<file path="config.mk">
export PLATFORM = sky130hd
export DESIGN_NAME = ddr_pmon_ctrl_flat
export DESIGN_NICKNAME = d
export VERILOG_FILES = /design/src/rtl/ddr_pmon_ctrl_if.sv /design/src/rtl/ddr_pmon_ctrl.sv /design/src/flat_wrapper.sv
export SDC_FILE = /design/constraint.sdc
export NUM_CORES = 1
export LEC_CHECK = 0
export CAP_MARGIN = 20
export CORE_UTILIZATION = 50
export CTS_CLUSTER_SIZE = 40
export DETAILED_ROUTE_END_ITERATION = 8
export GPL_ROUTABILITY_DRIVEN = 0
export PLACE_DENSITY = 0.79
export SKIP_CTS_REPAIR_TIMING = 1
export SLEW_MARGIN = 20
export SYNTH_ARGS = -nofsm -noshare
export SYNTH_HDL_FRONTEND = slang
export SYNTH_SLANG_ARGS = --single-unit
</file>
<file path="constraint.sdc">
create_clock -name i_refclk -period 6.1 [get_ports i_refclk]
set_clock_uncertainty 0.1 [all_clocks]
set_input_delay 0.61 -clock i_refclk [delete_from_list [all_inputs] [get_ports i_refclk]]
set_output_delay 0.61 -clock i_refclk [all_outputs]
set_load 0.05 [all_outputs]
</file>
<file path="src/rtl/ddr_pmon_ctrl_if.sv">
// ----------------------------------------------------------------------------
// ddr_pmon_ctrl_if
// Handshake bundle between the pmon measurement sequencer and the
// process-monitor digital block (refclk domain).
//   en_nor / en_nand       : measurement enables, driven by the sequencer
//   done_nor / done_nand   : frequency-detect done, driven by the pmon block
//   count_nor / count_nand : 24-bit counts, valid while the matching done is high
// Modports: master = sequencer side, slave = pmon block side.
// ----------------------------------------------------------------------------
interface ddr_pmon_ctrl_if;
    logic        en_nor;
    logic        en_nand;
    logic        done_nor;
    logic        done_nand;
    logic [23:0] count_nor;
    logic [23:0] count_nand;

    modport master (
        output en_nor,
        output en_nand,
        input  done_nor,
        input  done_nand,
        input  count_nor,
        input  count_nand
    );

    modport slave (
        input  en_nor,
        input  en_nand,
        output done_nor,
        output done_nand,
        output count_nor,
        output count_nand
    );
endinterface

</file>
<file path="src/rtl/ddr_pmon_ctrl.sv">
// ----------------------------------------------------------------------------
// ddr_pmon_ctrl
// Process-monitor measurement sequencer. Runs 2^avg_log2 NOR and/or NAND
// measurements, accumulates the counts, and publishes the averaged pair with
// a one-cycle valid pulse. Single-shot or periodic, with per-phase timeout.
// Ports:
//   i_refclk, i_refclk_rst    : clock, async active-high reset
//   i_start, i_abort          : start pulse, abort level (abort wins)
//   i_cfg_*                   : channel select, periodic mode, interval,
//                               averaging log2 (clamped), timeout (0 = off)
//   pmon                      : enables out, done/count in
//   o_busy                    : sequence active (includes WAIT)
//   o_result_valid/_nor/_nand : averaged results and update pulse
//   o_timeout_err/_ch         : sticky timeout flag and offending channel
// ----------------------------------------------------------------------------
module ddr_pmon_ctrl #(
    parameter int MAX_AVG_LOG2 = 4,
    parameter int TMR_W        = 16
) (
    input  logic              i_refclk,
    input  logic              i_refclk_rst,
    input  logic              i_start,
    input  logic              i_abort,
    input  logic [1:0]        i_cfg_sel,
    input  logic              i_cfg_continuous,
    input  logic [TMR_W-1:0]  i_cfg_interval,
    input  logic [2:0]        i_cfg_avg_log2,
    input  logic [TMR_W-1:0]  i_cfg_timeout,
    ddr_pmon_ctrl_if.master   pmon,
    output logic              o_busy,
    output logic              o_result_valid,
    output logic [23:0]       o_result_nor,
    output logic [23:0]       o_result_nand,
    output logic              o_timeout_err,
    output logic              o_timeout_ch
);
    localparam int          ACC_W   = 24 + MAX_AVG_LOG2;
    localparam int          SMP_W   = MAX_AVG_LOG2 + 1;
    localparam logic [2:0]  AVG_MAX = 3'(MAX_AVG_LOG2);

    typedef enum logic [2:0] {
        S_IDLE = 3'd0,
        S_RUN  = 3'd1,
        S_REL  = 3'd2,
        S_NEXT = 3'd3,
        S_DONE = 3'd4,
        S_WAIT = 3'd5
    } state_e;

    state_e             state_q, state_d;
    logic               ch_q, ch_d;              // 0 = NOR, 1 = NAND
    logic [1:0]         sel_q, sel_d;
    logic [2:0]         avg_q, avg_d;
    logic [SMP_W-1:0]   smp_q, smp_d;
    logic [TMR_W-1:0]   tmr_q, tmr_d;            // phase / interval counter
    logic [ACC_W-1:0]   acc_nor_q, acc_nor_d;
    logic [ACC_W-1:0]   acc_nand_q, acc_nand_d;
    logic               en_nor_q, en_nor_d;
    logic               en_nand_q, en_nand_d;
    logic               busy_q, busy_d;
    logic               valid_q, valid_d;
    logic [23:0]        res_nor_q, res_nor_d;
    logic [23:0]        res_nand_q, res_nand_d;
    logic               err_q, err_d;
    logic               err_ch_q, err_ch_d;

    logic [2:0]         avg_clamp_s;
    logic               done_cur_s;
    logic [TMR_W:0]     tmr_inc_s;
    logic [TMR_W-1:0]   tmr_sat_s;
    logic               tmo_hit_s;
    logic [TMR_W:0]     ival_s;
    logic [SMP_W-1:0]   smp_target_s;
    logic               first_ch_s;
    logic               launch_s;

    assign avg_clamp_s  = (i_cfg_avg_log2 > AVG_MAX) ? AVG_MAX : i_cfg_avg_log2;
    assign done_cur_s   = ch_q ? pmon.done_nand : pmon.done_nor;
    assign tmr_inc_s    = {1'b0, tmr_q} + {{TMR_W{1'b0}}, 1'b1};
    // Saturate so a disabled timeout never wraps back to the "first cycle" value
    assign tmr_sat_s    = (&tmr_q) ? tmr_q : tmr_inc_s[TMR_W-1:0];
    assign tmo_hit_s    = (i_cfg_timeout != {TMR_W{1'b0}}) && (tmr_inc_s >= {1'b0, i_cfg_timeout});
    assign ival_s       = (i_cfg_interval == {TMR_W{1'b0}}) ? {{TMR_W{1'b0}}, 1'b1} : {1'b0, i_cfg_interval};
    assign smp_target_s = SMP_W'(1) << avg_q;
    assign first_ch_s   = ~i_cfg_sel[0];

    // Next-state, datapath and registered-output next values
    always_comb begin
        state_d    = state_q;
        ch_d       = ch_q;
        sel_d      = sel_q;
        avg_d      = avg_q;
        smp_d      = smp_q;
        tmr_d      = tmr_sat_s;
        acc_nor_d  = acc_nor_q;
        acc_nand_d = acc_nand_q;
        en_nor_d   = 1'b0;
        en_nand_d  = 1'b0;
        res_nor_d  = res_nor_q;
        res_nand_d = res_nand_q;
        valid_d    = 1'b0;
        err_d      = err_q;
        err_ch_d   = err_ch_q;
        launch_s   = 1'b0;

        case (state_q)
            S_IDLE: begin
                if (i_start && (i_cfg_sel != 2'b00)) begin
                    err_d    = 1'b0;
                    launch_s = 1'b1;
                end else begin
                    tmr_d = {TMR_W{1'b0}};
                end
            end
            S_RUN: begin
                // tmr_q == 0 is the first enabled cycle: a done seen then is stale
                if (done_cur_s && (tmr_q != {TMR_W{1'b0}})) begin
                    if (ch_q) begin
                        acc_nand_d = acc_nand_q + ACC_W'(pmon.count_nand);
                    end else begin
                        acc_nor_d = acc_nor_q + ACC_W'(pmon.count_nor);
                    end
                    smp_d   = smp_q + SMP_W'(1);
                    tmr_d   = {TMR_W{1'b0}};
                    state_d = S_REL;
                end else if (tmo_hit_s) begin
                    err_d    = 1'b1;
                    err_ch_d = ch_q;
                    state_d  = S_IDLE;
                end else begin
                    en_nor_d  = ~ch_q;
                    en_nand_d = ch_q;
                end
            end
            S_REL: begin
                if (!done_cur_s) begin
                    state_d = S_NEXT;
                end else if (tmo_hit_s) begin
                    err_d    = 1'b1;
                    err_ch_d = ch_q;
                    state_d  = S_IDLE;
                end else begin
                    state_d = S_REL;
                end
            end
            S_NEXT: begin
                tmr_d = {TMR_W{1'b0}};
                if (smp_q < smp_target_s) begin
                    en_nor_d  = ~ch_q;
                    en_nand_d = ch_q;
                    state_d   = S_RUN;
                end else if (!ch_q && sel_q[1]) begin
                    ch_d      = 1'b1;
                    smp_d     = {SMP_W{1'b0}};
                    en_nand_d = 1'b1;
                    state_d   = S_RUN;
                end else begin
                    state_d = S_DONE;
                end
            end
            S_DONE: begin
                if (sel_q[0]) begin
                    res_nor_d = 24'(acc_nor_q >> avg_q);
                end else begin
                    res_nor_d = res_nor_q;
                end
                if (sel_q[1]) begin
                    res_nand_d = 24'(acc_nand_q >> avg_q);
                end else begin
                    res_nand_d = res_nand_q;
                end
                valid_d = 1'b1;
                tmr_d   = {TMR_W{1'b0}};
                state_d = i_cfg_continuous ? S_WAIT : S_IDLE;
            end
            S_WAIT: begin
                if (!i_cfg_continuous) begin
                    state_d = S_IDLE;
                end else if (tmr_inc_s >= ival_s) begin
                    if (i_cfg_sel == 2'b00) begin
                        state_d = S_IDLE;
                    end else begin
                        launch_s = 1'b1;
                    end
                end else begin
                    state_d = S_WAIT;
                end
            end
            default: begin
                state_d = S_IDLE;
            end
        endcase

        // Common sequence launch from IDLE start or periodic restart
        if (launch_s) begin
            acc_nor_d  = {ACC_W{1'b0}};
            acc_nand_d = {ACC_W{1'b0}};
            sel_d      = i_cfg_sel;
            avg_d      = avg_clamp_s;
            ch_d       = first_ch_s;
            smp_d      = {SMP_W{1'b0}};
            tmr_d      = {TMR_W{1'b0}};
            en_nor_d   = ~first_ch_s;
            en_nand_d  = first_ch_s;
            state_d    = S_RUN;
        end else begin
            sel_d = sel_d;
        end

        // Abort overrides everything; results and error flag are preserved
        if (i_abort) begin
            state_d    = S_IDLE;
            en_nor_d   = 1'b0;
            en_nand_d  = 1'b0;
            acc_nor_d  = {ACC_W{1'b0}};
            acc_nand_d = {ACC_W{1'b0}};
            valid_d    = 1'b0;
            res_nor_d  = res_nor_q;
            res_nand_d = res_nand_q;
            err_d      = err_q;
            err_ch_d   = err_ch_q;
            tmr_d      = {TMR_W{1'b0}};
        end else begin
            err_d = err_d;
        end

        busy_d = (state_d != S_IDLE);
    end

    // State and output registers
    always_ff @(posedge i_refclk or posedge i_refclk_rst) begin
        if (i_refclk_rst) begin
            state_q    <= S_IDLE;
            ch_q       <= 1'b0;
            sel_q      <= 2'b00;
            avg_q      <= 3'd0;
            smp_q      <= {SMP_W{1'b0}};
            tmr_q      <= {TMR_W{1'b0}};
            acc_nor_q  <= {ACC_W{1'b0}};
            acc_nand_q <= {ACC_W{1'b0}};
            en_nor_q   <= 1'b0;
            en_nand_q  <= 1'b0;
            busy_q     <= 1'b0;
            valid_q    <= 1'b0;
            res_nor_q  <= 24'd0;
            res_nand_q <= 24'd0;
            err_q      <= 1'b0;
            err_ch_q   <= 1'b0;
        end else begin
            state_q    <= state_d;
            ch_q       <= ch_d;
            sel_q      <= sel_d;
            avg_q      <= avg_d;
            smp_q      <= smp_d;
            tmr_q      <= tmr_d;
            acc_nor_q  <= acc_nor_d;
            acc_nand_q <= acc_nand_d;
            en_nor_q   <= en_nor_d;
            en_nand_q  <= en_nand_d;
            busy_q     <= busy_d;
            valid_q    <= valid_d;
            res_nor_q  <= res_nor_d;
            res_nand_q <= res_nand_d;
            err_q      <= err_d;
            err_ch_q   <= err_ch_d;
        end
    end

    assign pmon.en_nor    = en_nor_q;
    assign pmon.en_nand   = en_nand_q;
    assign o_busy         = busy_q;
    assign o_result_valid = valid_q;
    assign o_result_nor   = res_nor_q;
    assign o_result_nand  = res_nand_q;
    assign o_timeout_err  = err_q;
    assign o_timeout_ch   = err_ch_q;
endmodule
</file>
<file path="src/flat_wrapper.sv">
// flat-port wrapper written by rule: the top's interface ports become plain ports
module ddr_pmon_ctrl_flat 
#(
    parameter int MAX_AVG_LOG2 = 4,
    parameter int TMR_W        = 16
)
  (i_refclk, i_refclk_rst, i_start, i_abort, i_cfg_sel, i_cfg_continuous, i_cfg_interval, i_cfg_avg_log2, i_cfg_timeout, o_busy, o_result_valid, o_result_nor, o_result_nand, o_timeout_err, o_timeout_ch, pmon_en_nor, pmon_en_nand, pmon_done_nor, pmon_done_nand, pmon_count_nor, pmon_count_nand);
  ddr_pmon_ctrl_if pmon_i ();
  input  logic i_refclk;
  input  logic i_refclk_rst;
  input  logic i_start;
  input  logic i_abort;
  input  logic [1:0] i_cfg_sel;
  input  logic i_cfg_continuous;
  input  logic [TMR_W-1:0] i_cfg_interval;
  input  logic [2:0] i_cfg_avg_log2;
  input  logic [TMR_W-1:0] i_cfg_timeout;
  output logic o_busy;
  output logic o_result_valid;
  output logic [23:0] o_result_nor;
  output logic [23:0] o_result_nand;
  output logic o_timeout_err;
  output logic o_timeout_ch;
  output wire logic [$bits(pmon_i.en_nor)-1:0] pmon_en_nor;
  output wire logic [$bits(pmon_i.en_nand)-1:0] pmon_en_nand;
  input wire logic [$bits(pmon_i.done_nor)-1:0] pmon_done_nor;
  input wire logic [$bits(pmon_i.done_nand)-1:0] pmon_done_nand;
  input wire logic [$bits(pmon_i.count_nor)-1:0] pmon_count_nor;
  input wire logic [$bits(pmon_i.count_nand)-1:0] pmon_count_nand;
  assign pmon_en_nor = pmon_i.en_nor;
  assign pmon_en_nand = pmon_i.en_nand;
  assign pmon_i.done_nor = pmon_done_nor;
  assign pmon_i.done_nand = pmon_done_nand;
  assign pmon_i.count_nor = pmon_count_nor;
  assign pmon_i.count_nand = pmon_count_nand;
  ddr_pmon_ctrl #(.MAX_AVG_LOG2(MAX_AVG_LOG2), .TMR_W(TMR_W)) u_core (.i_refclk(i_refclk), .i_refclk_rst(i_refclk_rst), .i_start(i_start), .i_abort(i_abort), .i_cfg_sel(i_cfg_sel), .i_cfg_continuous(i_cfg_continuous), .i_cfg_interval(i_cfg_interval), .i_cfg_avg_log2(i_cfg_avg_log2), .i_cfg_timeout(i_cfg_timeout), .pmon(pmon_i), .o_busy(o_busy), .o_result_valid(o_result_valid), .o_result_nor(o_result_nor), .o_result_nand(o_result_nand), .o_timeout_err(o_timeout_err), .o_timeout_ch(o_timeout_ch));
endmodule
</file>
==> impl_metrics.tcl, run 1 <==
set metrics [dict create \
    setup_violations 0 \
    dieWidth_um 150.9 \
    rrSetupSlack_ps 1520 \
    synth-seq-cells 140 \
    multiInputGateArea_um2 7078 \
    crit_path_end_kind "register" \
    p_leak_nw 5.761 \
    nets 1533 \
    max_slew_margin 0.2837 \
    clock_sinks 140 \
    synth-main-ff-cell "dfrtp_1" \
    grt_start_max_net_pins 97 \
    final_cell_mix "nand2_1, clkdlybuf4s50_1, dfrtp_1" \
    avgViaCountPerCell 6.053 \
    yosys.cell_types.count 78 \
    final_util 0.6088 \
    hp-class "register to register" \
    ant_nets 0 \
    netlist_instances 1243 \
    cts_tree "built" \
    synth-seq-area-share 0.3158 \
    num_antenna_cells 0 \
    wl_um 28910 \
    period_share 0.7512 \
    async_flop_share 1.000 \
    via_count 9958 \
    min_path_cells 2 \
    power_density_nw_per_um2 197.0 \
    fin_setup_tns_ps 0 \
    worstPathArrival_ps 4740 \
    antenna_found_initial 0 \
    io_pins 146 \
    r2r_cells 15 \
    drt-pass1-iter-count 5 \
    fmaxAchievable_mhz 218.2 \
    first_global_vias 9559 \
    layout_commonest_cell "nand2_1" \
    die_area_um2 22780 \
    drt_iter0_markers 657 \
    drv_slew 0 \
    rsz0062_at_grt "no" \
    ff_latch_area_um2 3507 \
    tightestPinTransition_ps 1074 \
    crit_path_max_fanout 31 \
    die_height_um 150.9 \
    initial_utilization 0.5098 \
    grtUsageTotal 0.2631 \
    drive_gt1_frac 0.07912 \
    maxCapViolCount 0 \
    grt_pass1_wl_um 47260 \
    path_clk_slew_ps 60 \
    core_area_um2 21760 \
    synth_fp_nets 1424 \
    outcome "complete, no violations" \
    ir_drop_mv 0.2171 \
    overflow 0 \
    hold_viol_final 0 \
    place_hpwl_um 21530 \
    drc 0 \
    root_buffer "clkbuf_16" \
    synth_edf_count 0 \
    required_ps 6250 \
    areaGrowthSynthToFinish_pct 19.41 \
    timing.final.crit_period_ps 4582 \
    start_kind "register" \
    crit_type "register to register" \
    htreeDepth 4 \
    synth_area_um2 11090 \
    power.total_mw 2.609 \
    synth_area_per_cell_um2 8.923 \
    rows 54 \
    fillCellCount 1850 \
    synth_warnings 0 \
    portBuffers 145 \
    clk_latency_ps 430 \
    post_drt_wl_per_cell_um 17.57 \
    cts_buffers 17 \
    cts.path.max_buffers 2 \
]
-- cell type report --
type,count,area share
tap,280,0.02645
clock buffer,17,0.03212
sequential,140,0.2648
clock inverter,15,0.01020
timing repair buffer,154,0.1147
inverter,60,0.01738
multi-input combinational,979,0.5344
-- sequential cells by signal, indices dropped and copies added, names as in the netlist --
name and cells:
u_core.tmr_q 16, u_core.o_timeout_err 1, u_core.pmon.en_nor 1, u_core.acc_nand_q 28, u_core.avg_q 3, u_core.smp_q 5, u_core.pmon.en_nand 1, u_core.o_busy 1
u_core.o_timeout_ch 1, u_core.o_result_valid 1, u_core.o_result_nor 24, u_core.o_result_nand 24, u_core.ch_q 1, u_core.state_q 3, u_core.sel_q 2, u_core.acc_nor_q 28
-- Yosys cell counts (4+ instances only) --
master    count  area, um^2
or4_1         4       30.03
nor2_1       70       262.8
nor3b_1       4       30.03
xnor2_1      33       289.0
buf_4         7       52.55
ha_1         87        1089
nand3_1      38       190.2
nand2_1     149       559.3
or3_1        10       62.56
a211o_1       4       35.03
o211ai_1      9       67.56
dfrtp_1     140        3503
o21a_1       13       97.59
buf_2        10       50.05
nand3b_1      8       60.06
a31oi_1      12       75.07
and2_1        5       31.28
a21o_1       21       157.7
clkbuf_1     37       138.9
nand4_1      13       81.33
nor3_1       21       105.1
a21oi_1     104       520.5
buf_1         8       30.03
o21bai_1     10       75.07
xor2_1       13       113.9
nor4_1       13       81.33
o21ba_2      11       110.1
nor2b_1      11       68.82
mux4_2       30       675.7
mux2i_1      64       640.6
o21ai_0      98       490.5
a211oi_1     32       240.2
inv_1        60       225.2
nand2b_1      4       25.02
mux2_2        7       78.83
and3_1       14       87.58
-- routing by layer --
| layer | wire length, um | global-route usage |
|---|---|---|
| met3 | 1647 | 0.03765 |
| met5 | 0 | 0 |
| met2 | 13390 | 0.4151 |
| met4 | 799 | 0.1000 |
| met1 | 13070 | 0.3653 |
-- kinds of logic (layout without fill, tap and decap cells) --
family          after synthesis  after routing  synth area share
mux                         102            102            0.1268
buf+inv                     124            246           0.04625
simple gates                382            382            0.1672
xor+xnor                     46             46           0.03632
fa+ha+maj                    89             89            0.1017
compound gates              360            360            0.2059
flops                       140            140            0.3158
-- critical path: stages, from the launching register on --
cell       delay (ps)
dfrtp_1           420
ha_1              240
nand2_1           100
nor2_1            160
and3_1            210
and3_1            190
xor2_1            280
ha_1              220
nand4_1            90
a211oi_1          290
o2111ai_1         160
a31o_2            260
a31oi_2           550
or2_2             680
buf_4             390
a211oi_1           80
-- through the flow --
step           cell area [um^2]  instances  setup slack (ps)  hold WS (ps)
3_3_place_gp              12680       1613              1655         364.0
2_1_floorplan             11090       1243              1637         398.4
3_5_place_dp              12680       1613              1568         369.4
6_report                  13250       1645              1518         381.9
5_1_grt                   13250       1645              1094         405.4
4_1_cts                   13250       1645              1532         383.3
-- power breakdown --
part	total, mW	internal [mW]	switching (mW)
sequential	1.01	0.950	0.0627
combinational	0.603	0.272	0.331
clock	0.993	0.566	0.427
total	2.61	1.79	0.821
-- path summary, 6_finish.rpt --
path	start	to
setup / recovery	u_core.tmr_q[0]$_DFF_PP0_	u_core.acc_nand_q[2]$_DFFE_PP0P_
hold / removal	u_core.o_result_nor[20]$_DFFE_PP0P_	u_core.o_result_nor[20]$_DFFE_PP0P_
setup reg to reg	u_core.tmr_q[0]$_DFF_PP0_	u_core.acc_nand_q[2]$_DFFE_PP0P_
hold reg to reg	u_core.o_result_nor[20]$_DFFE_PP0P_	u_core.o_result_nor[20]$_DFFE_PP0P_
max in group asynchronous	i_refclk_rst	u_core.smp_q[4]$_DFFE_PP0P_
min in group asynchronous	i_refclk_rst	u_core.o_result_nor[2]$_DFFE_PP0P_
Note: power is estimated with default switching activity, not from simulation.
==> run 2: changes to the inputs <==
==> constraint.sdc (replaced) <==
create_clock -name i_refclk -period 4.4 [get_ports i_refclk]
set_clock_uncertainty 0.1 [all_clocks]
set_input_delay 0.44 -clock i_refclk [delete_from_list [all_inputs] [get_ports i_refclk]]
set_output_delay 0.44 -clock i_refclk [all_outputs]
set_load 0.05 [all_outputs]
==> run 2 against run 1 <==
Effect of this change:
- total power rose by 43%
- cell count rose by 0.61%
- count of clock-buffer cells in the layout rose by 4
- global-route usage rose by 0.77 points
- combinational power rose by 44%
- register-to-register slack got worse by 1200 ps
- via count rose by 2.0%
- largest cell class unchanged
- highest routed layer unchanged
==> impl_metrics.tcl, run 2 (same netlist as run 1, synthesis figures left out) <==
set metrics [dict create \
    path_clk_slew_ps 60 \
    overflow 0 \
    die_area_um2 22780 \
    core_area_um2 21760 \
    p_leak_nw 5.843 \
    portBuffers 145 \
    ir_drop_mv 0.2571 \
    num_antenna_cells 0 \
    crit_path_max_fanout 21 \
    place_inst 1624 \
    antenna_found_initial 0 \
    drt_iter0_markers 798 \
    slowest_stage "dfrtp_1" \
    rrSetupSlack_ps 290 \
    initial_utilization 0.5098 \
    cts_tree "built" \
    clock_sinks 140 \
    power.internal_mw 2.624 \
    clk_latency_ps 430 \
    ant_nets 0 \
    final_cells 1655 \
    outcome "complete, no violations" \
    power_density_nw_per_um2 278.9 \
    nets 1544 \
    design_area_um2 13380 \
    top_regs "u_core.acc_nand_q (28), u_core.acc_nor_q (28)" \
    p_seq_frac 0.373 \
    dieWidth_um 150.9 \
    avgViaCountPerCell 6.138 \
    hold_viol_final 0 \
    hp-class "register to register" \
    worstPathArrival_ps 4320 \
    crit_path_end_kind "register" \
    grtUsageTotal 0.2707 \
    die_height_um 150.9 \
    areaGrowthSynthToFinish_pct 20.64 \
    start_kind "register" \
    pwr-share-clk 0.394 \
    wl_um 29740 \
    final_cell_mix "nand2_1, clkdlybuf4s50_1, dfrtp_1" \
    rows 54 \
    netSwitchingPower_mw 1.109 \
    post_drt_wl_per_cell_um 17.97 \
    cts.path.max_buffers 2 \
    root_buffer "clkbuf_16" \
    grt_pass1_wl_um 48580 \
    via_count 10160 \
    drive_gt1_frac 0.08582 \
    period_share 0.9337 \
    htreeDepth 4 \
    first_global_vias 9614 \
    max_slew_margin 0.3425 \
    dp_slack_ps -155.4 \
    final_util 0.6151 \
    crit_type "register to register" \
    swShare 0.2970 \
    drv_slew 0 \
    drt-pass1-iter-count 5 \
    multiInputGateArea_um2 7089 \
    grt_start_max_net_pins 116 \
    max_stage_delay_ps 410 \
    fmaxAchievable_mhz 243.4 \
    fillCellCount 1803 \
    path_cells "nand3_1 > nor3_1 > and2_1 > nand4_1 > inv_1 > and3_1 > xor2_1 > ha_1 > nand2_1 > a211oi_1 > o2111ai_1 > a31o_2 > a31oi_2 > or2_4 > nor4b_1 > a311o_1" \
    io_pins 146 \
    timing.final.crit_period_ps 4108 \
    cts_buffers 17 \
    pwr-share-comb 0.233 \
    setup_violations 0 \
    layout_commonest_cell "nand2_1" \
    required_ps 4610 \
    maxCapViolCount 0 \
    place_hpwl_um 22140 \
    layout_setup_ws_ps 291.6 \
    ff_latch_area_um2 3507 \
    cp_top_family "simple AND/OR/NAND/NOR gates" \
    drc 0 \
    tightestPinTransition_ps 983.9 \
    placed_area_um2 12770 \
    crit_buf_inv 1 \
]
## run 2: changes by cell type in the layout (fill, tap and decap cells not counted), moves of 2 or more
cell / before / now
bufinv_16: 1 / 3
clkbuf_1: 0 / 2
buf_4: 9 / 20
clkinv_4: 1 / 3
inv_6: 8 / 1
clkbuf_8: 0 / 2
clkinvlp_4: 2 / 0
## run 2: routing by layer
| layer | GRT usage | routed length (um) |
|---|---|---|
| met4 | 0.1280 | 1214 |
| met2 | 0.4204 | 13510 |
| met5 | 0 | 0 |
| met3 | 0.03916 | 1837 |
| met1 | 0.3719 | 13190 |
## run 2: final timing paths
kind | from | to | cells after the start
max | u_core.tmr_q[3]$_DFF_PP0_ | u_core.acc_nand_q[23]$_DFFE_PP0P_ | 16
min | u_core.o_result_nand[12]$_DFFE_PP0P_ | u_core.o_result_nand[12]$_DFFE_PP0P_ | 2
max reg2reg | u_core.tmr_q[3]$_DFF_PP0_ | u_core.acc_nand_q[23]$_DFFE_PP0P_ | 16
min reg2reg | u_core.o_result_nand[12]$_DFFE_PP0P_ | u_core.o_result_nand[12]$_DFFE_PP0P_ | 2
max in group asynchronous | i_refclk_rst | u_core.tmr_q[0]$_DFF_PP0_ | 3
min in group asynchronous | i_refclk_rst | u_core.o_result_nor[2]$_DFFE_PP0P_ | 2
## run 2: worst register-to-register path, delay by kind of cell (launching register included)
family,cells,cell delay [ps]
AO/OA/AOI/OAI,5,1430
XOR/XNOR,1,270
adder cells (fa/ha/maj),1,210
buffers and inverters,1,100
flip-flops,1,410
AND/OR/NAND/NOR,8,1510
## run 2: area by class of cell
type                       instances  area share
sequential                       140      0.2621
clock buffer                      21     0.03441
tap                              280     0.02618
timing repair buffer             165      0.1197
inverter                          60     0.01739
multi-input combinational        979      0.5298
clock inverter                    10     0.01047
## run 2: power by group through the flow
stage               Clock [mW]  Combinational (mW)  Sequential (mW)
finish                    1.47               0.870             1.39
global route              1.54               0.942             1.40
detailed placement           0               0.858             1.41
CTS                       1.48               0.862             1.39
floorplan                    0               0.653             1.37
global placement             0               0.843             1.41
## run 2: through the flow
step | setup TNS (ps) | power (mW) | hold WS (ps)
final | 0 | 3.732 | 378.7
after global routing | -2.704 | 3.881 | 410.7
after CTS | -2027 | 3.737 | 386.8
after detailed placement | -1641 | 2.272 | 373.9
after global placement | 0 | 2.255 | 362.1
after floorplan | 0 | 2.018 | 398.4
